File: config.mk
export PLATFORM = sky130hd
export DESIGN_NAME = alu_seq
export DESIGN_NICKNAME = d
export VERILOG_FILES = /design/src/rtl/alu_seq_pkg.sv /design/src/rtl/alu_seq_core.sv /design/src/rtl/alu_seq.sv
export SDC_FILE = /design/constraint.sdc
export NUM_CORES = 1
export LEC_CHECK = 0
export BUFFER_PORTS_ARGS = -buffer_cell sky130_fd_sc_hd__buf_2
export CAP_MARGIN = 20
export CORE_ASPECT_RATIO = 0.75
export CORE_MARGIN = 10
export CORE_UTILIZATION = 45
export DETAILED_ROUTE_END_ITERATION = 8
export RECOVER_POWER = 25
export REMOVE_ABC_BUFFERS = 1
export SLEW_MARGIN = 20
export SYNTH_ARGS = -nofsm -noshare
export SYNTH_HDL_FRONTEND = slang
export SYNTH_SLANG_ARGS = --single-unit
export TNS_END_PERCENT = 5
File: constraint.sdc
create_clock -name clk -period 3.2 [get_ports clk]
set_input_delay 0.32 -clock clk [delete_from_list [all_inputs] [get_ports clk]]
set_output_delay 0.32 -clock clk [all_outputs]
set_load 0.1 [all_outputs]
File: src/rtl/alu_seq_pkg.sv
// Shared definitions for the sequenced ALU: default width, control word layout,
// shift encoding and controller states.
package alu_seq_pkg;

  localparam int NBITS       = 16;
  localparam int ALU_CONTROL = 6;

  // bit 5 = f0 ... bit 0 = inc
  typedef struct packed {
    logic f0;
    logic f1;
    logic ena;
    logic enb;
    logic inva;
    logic inc;
  } alu_ctrl_t;

  typedef enum logic [1:0] {
    SH_NONE     = 2'b00,
    SH_SRA1     = 2'b01,
    SH_SLL8     = 2'b10,
    SH_NONE_ALT = 2'b11
  } shift_e;

  typedef enum logic [1:0] {
    ST_IDLE = 2'b00,
    ST_MUL  = 2'b01,
    ST_DONE = 2'b10
  } state_e;

endpackage

File: src/rtl/alu_seq_core.sv
// Combinational ALU slice: operand gating, optional A inversion, then the
// four-function select. Carry out of the add is dropped.
module alu_core
  import alu_seq_pkg::*;
#(
  parameter int WIDTH = NBITS
) (
  input  logic [WIDTH-1:0] a,
  input  logic [WIDTH-1:0] b,
  input  alu_ctrl_t        ctrl,
  output logic [WIDTH-1:0] result
);

  logic [WIDTH-1:0] a_gated;
  logic [WIDTH-1:0] b_gated;
  logic [WIDTH-1:0] a_op;

  always_comb begin
    a_gated = ctrl.ena ? a : '0;
    b_gated = ctrl.enb ? b : '0;
    // inversion sees the gated operand, so ENA=0 with INVA=1 yields all ones
    a_op    = ctrl.inva ? ~a_gated : a_gated;
    unique case ({ctrl.f0, ctrl.f1})
      2'b00:   result = a_op & b_gated;
      2'b01:   result = a_op | b_gated;
      2'b10:   result = ~b_gated;
      default: result = a_op + b_gated + {{(WIDTH-1){1'b0}}, ctrl.inc};
    endcase
  end

endmodule

File: src/rtl/alu_seq.sv
// Sequenced ALU with valid/ready handshake, iterative shift-add multiplier and
// a post-result shifter. Results and flags are registered.
//
//   state   | meaning
//   IDLE    | no result held, ready for a command
//   MUL     | shift-add multiply in progress, one multiplier bit per cycle
//   DONE    | result presented on y/n/z until out_ready
module alu_seq
  import alu_seq_pkg::*;
#(
  parameter int WIDTH  = NBITS,
  parameter bit MUL_EN = 1'b1
) (
  input  logic                   clk,
  input  logic                   rst_n,
  input  logic                   in_valid,
  output logic                   in_ready,
  input  logic [WIDTH-1:0]       a,
  input  logic [WIDTH-1:0]       b,
  input  logic [ALU_CONTROL-1:0] ctrl,
  input  logic [1:0]             shift,
  input  logic                   mul,
  output logic                   out_valid,
  input  logic                   out_ready,
  output logic [WIDTH-1:0]       y,
  output logic                   n,
  output logic                   z
);

  localparam int CW = $clog2(WIDTH + 1);

  state_e           state_q, state_d;
  logic [CW-1:0]    cnt_q;
  logic [WIDTH-1:0] mcand_q, mplier_q, acc_q;
  shift_e           shift_q;

  logic             accept, mul_cmd, last_iter;
  logic [WIDTH-1:0] alu_result, prod_next;

  function automatic logic [WIDTH-1:0] apply_shift(input logic [WIDTH-1:0] r,
                                                   input shift_e s);
    case (s)
      SH_SRA1: return {r[WIDTH-1], r[WIDTH-1:1]};
      SH_SLL8: return {r[WIDTH-9:0], 8'h00};
      default: return r;
    endcase
  endfunction

  alu_core #(.WIDTH(WIDTH)) u_core (
    .a      (a),
    .b      (b),
    .ctrl   (alu_ctrl_t'(ctrl)),
    .result (alu_result)
  );

  assign mul_cmd   = MUL_EN && mul;
  assign in_ready  = (state_q == ST_IDLE) || ((state_q == ST_DONE) && out_ready);
  assign accept    = in_valid && in_ready;
  assign out_valid = (state_q == ST_DONE);
  assign last_iter = (cnt_q == CW'(WIDTH - 1));
  assign prod_next = acc_q + (mplier_q[0] ? mcand_q : '0);

  always_ff @(posedge clk or negedge rst_n) begin
    if (!rst_n) state_q <= ST_IDLE;
    else        state_q <= state_d;
  end

  always_comb begin
    state_d = state_q;
    unique case (state_q)
      ST_IDLE: if (accept) state_d = mul_cmd ? ST_MUL : ST_DONE;
      ST_MUL:  if (last_iter) state_d = ST_DONE;
      ST_DONE: begin
        if (accept)         state_d = mul_cmd ? ST_MUL : ST_DONE;
        else if (out_ready) state_d = ST_IDLE;
      end
      default: state_d = ST_IDLE;
    endcase
  end

  // non-multiply results are produced straight from the accepted inputs so
  // they appear the cycle after accept; the multiplier works from its own copies
  always_ff @(posedge clk or negedge rst_n) begin
    if (!rst_n) begin
      cnt_q    <= '0;
      mcand_q  <= '0;
      mplier_q <= '0;
      acc_q    <= '0;
      shift_q  <= SH_NONE;
      y        <= '0;
      n        <= 1'b0;
      z        <= 1'b0;
    end else if (accept) begin
      mcand_q  <= a;
      mplier_q <= b;
      acc_q    <= '0;
      cnt_q    <= '0;
      shift_q  <= shift_e'(shift);
      if (!mul_cmd) begin
        y <= apply_shift(alu_result, shift_e'(shift));
        n <= alu_result[WIDTH-1];
        z <= (alu_result == '0);
      end
    end else if (state_q == ST_MUL) begin
      acc_q    <= prod_next;
      mcand_q  <= mcand_q << 1;
      mplier_q <= mplier_q >> 1;
      cnt_q    <= cnt_q + CW'(1);
      if (last_iter) begin
        y <= apply_shift(prod_next, shift_q);
        n <= prod_next[WIDTH-1];
        z <= (prod_next == '0);
      end
    end
  end

endmodule

==> impl_results.md, run 1 <==
- Status: complete, but fails checks
- Failing checks: capacitance limit
- TritonRoute pass-1 iters: 9
- Vias per cell: 5.92
- Slowest CP cell: or4_1
- CP max FO: 2
- PortBufs: 64
- Crit path DAT: 3.38 ns
- Max VDD drop: 0.000417 V
- First DRT Iteration DRCs: 681
- Max-Cap Viols: 1
- Clock buffer depth: 2
- Clk_skew: 0.00798 ns
- R2r startpoint: mplier_q[0]
- Final #Nets: 1032
- Post-DP Area: 0.00752 sq mm
- Rows: 37
- N_diodes: 0
- Syn-to-layout area delta: 22.0%
- Die area: 0.0197 sq mm
- Mapped Area: 0.00650 sq mm
- Worst skew pair latency: 0.36 ns
- Yosys reg bits: 75
- Layout cells sized above 1: 21.3%
- H-tree Lvls: 3
- Most frequent cells in the layout: 162 x nand2_1, 85 x buf_4, 74 x dfrtp_1, 63 x buf_2, 59 x inv_1
- Number of synthesized flops with an enable pin: 0
- Cts bufs inserted: 9
- Most common cell after layout, fill and taps aside: nand2_1
- CTS sink count: 75
- Via count: 6694
- Fmax: 0.323 GHz
- Largest delay share family, worst path: simple AND/OR/NAND/NOR gates
- Antenna-violating nets left: 0
- Tmin final: 3.09 ns
- Max-slew violations: 0
- Required time of the critical path: 3.49 ns
- Fill count: 1305
- TritonCTS clock tree: built
- Crit path kind: in -> reg
- GRT Util Overall: 22.9%
- Footprint of the multi-input gates: 0.00430 sq mm
- Sequential area share after synthesis: 28.9%
- Leak: 3.98 nW
- Worst setup path start: a[0]
- Mapped Cells: 815
- Final instance area: 0.00793 sq mm
- Number of top-level pins: 65
- Hold Startpoint: a[0]
- Critical Path End Type: flop
- Final Core Density: 56.9%
- Vias in the first global route: 6325
- # setup viols final: 0
- Initial core utilization: 46.6%
- Buf+Inv Stages, Crit Path: 1
- Routed WL: 22800 microns
- DP HPWL: 17900 microns
- Avg Inst Size Synth: 7.97 sq um
- Critical Path Start Type: input port
- Synth unique cells: 71
- Total power divided by cell area: 913 mW/mm^2
- Yosys warnings: 0
- CORE AREA: 0.0139 sq mm
- Die Y: 124 microns
- Clk slew on worst S/H paths: 0.07 ns
- Critical Path Max Stage Delay: 0.50 ns
- Sequential Area: 0.00188 sq mm
- Critical Path, Cell by Cell: buf_2 -> nand2_1 -> xnor2_1 -> fa_2 -> fa_2 -> xor2_1 -> mux4_2 -> or4_1 -> or4_4 -> nor4_2 -> nand4_1 -> nand2_1
- Worst-Margin Slew: 1.50 ns
- Initial antenna violation count: 0
- Fin. Hold Viols: 0
- # DRC: 0
- RSZ-0062 raised after global routing: yes
- Final Wtd Congestion: 0.995
- Worst slew margin: 0.00389%
- Asr flop ratio synth: 100%
- Remaining Overflow, GRT: 0
- Period utilization: 96.7%
- Pin count of the biggest net entering global routing: 76
- First-pass GRT wire length: 35800 microns
- Root buffer cell: clkbuf_16
- Main synth FF type: dfrtp_1
- Die Wd: 159 microns
- Hold Crit Class: in -> reg
- DR WL/cell: 20.2 microns
-- cell type report --
| type | count | area share, % |
|---|---|---|
| inverter | 59 | 2.79 |
| tap | 195 | 3.08 |
| sequential | 75 | 23.7 |
| clock buffer | 9 | 2.84 |
| multi-input combinational | 635 | 54.2 |
| clock inverter | 7 | 0.836 |
| timing repair buffer | 151 | 12.5 |
-- sequential cells by signal (all words and copies together), names as in the netlist --
signal / cells
z: 1
y: 16
mplier_q: 16
state_q: 2
cnt_q: 5
shift_q: 2
acc_q: 16
n: 1
mcand_q: 16
-- metrics by stage --
step	TNS [ns]	hold slack (ns)	total power, mW	worst slack (ns)	instances
floorplan	-15.43	0.0244	4.61	-0.876	769
global placement	-1.76	0.457	5.95	-0.315	1112
finish	0	0.191	7.24	0.107	1131
global route	-0.104	0.196	7.74	-0.0495	1131
CTS	0	0.167	7.13	0.00274	1128
detailed placement	-2.95	0.466	6.06	-0.417	1112
-- cell usage after synthesis, drive strengths merged, types with 21 or more instances --
cell	n	area [sq um]
a22oi	32	240
dfrtp	75	1880
ha	53	663
xnor2	31	272
inv	59	221
nor2	34	128
clkbuf	37	139
o21ai	41	205
a21oi	36	180
a221oi	21	184
nand3	26	130
nand2	164	621
-- power by group --
| group | switching [mW] | leakage (nW) | internal, mW |
|---|---|---|---|
| sequential | 0.293 | 0.940 | 1.37 |
| clock | 0.494 | 0.145 | 0.549 |
| combinational | 3.05 | 2.89 | 1.49 |
-- path summary, 6_finish.rpt --
| check | end | slack [ns] | cells past startpoint |
|---|---|---|---|
| worst min register to register | mplier_q[1] | 0.48 | 2 |
| worst min-delay path | mcand_q[0] | 0.19 | 3 |
| worst max-delay path | z | 0.11 | 12 |
| worst max register to register | z | 0.14 | 10 |
| min in group asynchronous | acc_q[14] | 0.86 | 2 |
| max in group asynchronous | mplier_q[0] | 1.40 | 3 |
-- kinds of logic after synthesis --
logic type,Yosys count,synth area share [%]
flops,75,28.9
buf+inv,105,6.26
simple gates,302,21.5
xor+xnor,40,5.39
mux,10,2.60
compound gates,227,24.2
fa+ha+maj,56,11.1
-- metal layers --
metal  wire (microns)  part of all wire, %  vias to the layer above  global-route usage, %
li1                 -                    -                     3149                      -
met1            11000                   48                     3195                   33.5
met2             9010                   39                      316                   30.9
met3             2440                   11                       34                   7.68
met4              427                  1.9                        0                   6.12
met5                0                    0                        -                      0
-- timing repair --
item | 4_1_cts | 5_1_grt
pin swaps | 0 | 6
gates resized for setup | 2 | 18
endpoints found under the setup margin | 3 | 10
hold buffers | 0 | 1
setup buffers | 0 | 1
hold endpoints to repair | 0 | 24
-- tightest hold or removal path, delay by kind of cell --
kind / cells / cell delay (ns)
AOI/OAI and AO/OA: 1 / 0.06
buffers and inverters: 1 / 0.09
and+or+nand+nor: 1 / 0.04
Power figures use the tool's default switching activity.
==> run 2: changes to the inputs <==
ABC_AREA = 1   (was unset)
CORE_ASPECT_RATIO = 1.2   (was 0.75)
==> impl_results.md, run 2 <==
- Status: complete, but fails checks
- Failing checks: capacitance limit, slew limit
- Hold Buf Count CTS: 0
- CORE AREA: 0.0145 sq mm
- Synth area leaders: dfrtp_1 28%, nand2_1 21%, ha_1 9.8%
- Critical Path, Cell by Cell: nand2_1 -> inv_1 -> ha_1 -> fa_1 -> nand2_1 -> nand2_1 -> nand3b_1 -> nand2_1 -> nand3_1 -> nand3_1 -> nand2_1 -> nand2_1 -> nand2_1 -> inv_1 -> a21oi_1 -> a21oi_1
- DP HPWL: 17600 microns
- Clk_skew: 0.0135 ns
- Hold Crit Class: in -> reg
- Initial antenna violation count: 0
- Critical Path Start Type: flop
- Vias in the first global route: 6638
- N_diodes: 0
- Resized cells post-CTS: 0
- Hold path cells: 3
- Total power divided by cell area: 888 mW/mm^2
- Footprint of the multi-input gates: 0.00406 sq mm
- R2R setup slack: 0.28 ns
- Crit path kind: reg -> reg
- Die area: 0.0203 sq mm
- Worst-Margin Slew: 2.69 ns
- Worst skew pair latency: 0.35 ns
- Mapped Area: 0.00674 sq mm
- Yosys top cell by area: dfrtp_1
- Layout cells sized above 1: 9.86%
- Pin count of the biggest net entering global routing: 55
- Worst r2r dst: y[14]
- Avg Inst Size Synth: 6.35 sq um
- Yosys reg bits: 75
- Clk slew on worst S/H paths: 0.06 ns
- Initial core utilization: 46.4%
- Die Wd: 132 microns
- R2r startpoint: mplier_q[0]
- Max VDD drop: 0.000551 V
- CTS sink count: 75
- # setup viols final: 0
- H-tree Lvls: 3
- Mapped Cells: 1062
- Antenna-violating nets left: 0
- Number of top-level pins: 65
- TritonRoute pass-1 iters: 5
- Top cells by count, synth: 374 x nand2_1, 164 x inv_1, 85 x nand3_1, 75 x dfrtp_1, 68 x nor2_1
- Critical Path Max Stage Delay: 0.57 ns
- PortBufs: 64
- Root buffer cell: clkbuf_16
- Via count: 6990
- Vias per cell: 5.27
- Rows: 48
- Fmax: 0.343 GHz
- First-pass GRT wire length: 34900 microns
- # DRC: 0
- First DRT Iteration DRCs: 530
- Clock buffer depth: 2
- GRT Util Overall: 21.3%
- Remaining Overflow, GRT: 0
- Final #Nets: 1223
- Most common cell after layout, fill and taps aside: nand2_1
- Hold EP: mplier_q[13]
- Post-DP Area: 0.00731 sq mm
- Power, Total: 6.74 mW
- Leak: 4.31 nW
- Die Y: 154 microns
- Most frequent cells in the layout: 374 x nand2_1, 164 x inv_1, 85 x nand3_1, 75 x dfrtp_1, 68 x nor2_1
- Final Core Density: 52.3%
- Hold Startpoint: b[13]
- Fin. Hold Viols: 0
- DR WL/cell: 16.6 microns
- Critical Path End Type: flop
- Fill count: 1570
- Cts bufs inserted: 9
- Final instance area: 0.00760 sq mm
- Sequential Area: 0.00188 sq mm
- Placed cells: 1311
- TritonCTS clock tree: built
- Tmin final: 2.92 ns
- Final Wtd Congestion: 1.00
- Count leader, synth: nand2_1
- Crit path DAT: 3.14 ns
- Worst slew margin: -79.2%
- Number of synthesized flops with an enable pin: 0
- Top-area cell type share of the netlist area: 27.8%
- Slowest CP cell: dfrtp_1
- R2R depth: 16
- Syn-to-layout area delta: 12.7%
- Postcts setup bufs: 0
- Required time of the critical path: 3.42 ns
- RSZ-0062 raised after global routing: no
- Crit path top cell by count: nand2_1
- Routed WL: 22100 microns
- Synth unique cells: 39
- Yosys warnings: 0
- Max-slew violations: 50
- Max-Cap Viols: 1
- Sequential area share after synthesis: 27.8%
- Main synth FF type: dfrtp_1
- CP max FO: 17
- Fin cells: 1326
- Period utilization: 91.2%
- Asr flop ratio synth: 100%
[run 2: changes by cell type after synthesis, sizes merged, moves of 11 or more]
cell    delta
a211oi    -11
o22ai     +17
clkbuf    -18
xnor2     -30
nand2    +212
inv      +115
nand3     +59
a22oi     -32
and2      -15
nor2      +35
a21o      -14
a221oi    -20
o221ai    +18
[run 2: kinds of logic after synthesis]
group                      Yosys count  share of synthesized area (%)
buffers and inverters              209                           12.0
xor gates and xnor gates            19                           2.47
DFF                                 75                           27.8
AOI/OAI and AO/OA                  148                           13.3
and+or+nand+nor                    555                           33.7
adders and majority gates           56                           10.7
[run 2: metal layers]
metal	global-route usage (%)	part of all wire [%]	vias to the layer above
met3	3.23	4.0	52
met2	37.8	50	180
met1	24.6	42	3245
met5	0	0	-
met4	9.81	4.1	0
li1	-	-	3513
[run 2: per-stage QoR]
step           setup TNS (ns)  hold WS (ns)  setup slack [ns]
5_1_grt                     0         0.208            0.0431
3_5_place_dp                0         0.393             0.198
3_3_place_gp                0         0.383             0.262
2_1_floorplan         -161.76        0.0244             -2.61
6_report                    0         0.203             0.283
4_1_cts                     0        0.0142             0.298
[run 2: worst max-delay path, delay by kind of cell (launching register included)]
kind | cells | cell delay, ns
and+or+nand+nor | 10 | 1.13
adders and majority gates | 2 | 0.67
DFF | 1 | 0.57
AOI/OAI and AO/OA | 2 | 0.31
buffers and inverters | 2 | 0.10
[run 2: final cells by class]
cell class                      instances  share of cell area (%)
Clock inverter                          6                   0.889
Sequential cell                        75                    24.7
Timing Repair Buffer                   82                    5.98
Clock buffer                            9                    2.96
Inverter                              176                    8.70
Multi-Input combinational cell        778                    53.5
Tap cell                              200                    3.29
[run 2: power by group]
part           leakage, nW  switching (mW)  internal (mW)  total, mW
clock                0.137           0.419          0.600       1.02
combinational         3.23            2.97           1.11       4.08
sequential           0.944           0.267           1.38       1.64
[run 2: how the worst max path moves through the flow]
stage / startpoint / cells after the start / slack [ns] / endpoint
6_report: mplier_q[0] / 16 / 0.28 / y[14]
4_1_cts: mplier_q[0] / 16 / 0.30 / y[14]
5_1_grt: mplier_q[0] / 16 / 0.04 / y[14]
2_1_floorplan: state_q[1] / 7 / -2.61 / mplier_q[15]
3_5_place_dp: ctrl[3] / 20 / 0.20 / y[14]
3_3_place_gp: ctrl[1] / 16 / 0.26 / y[8]
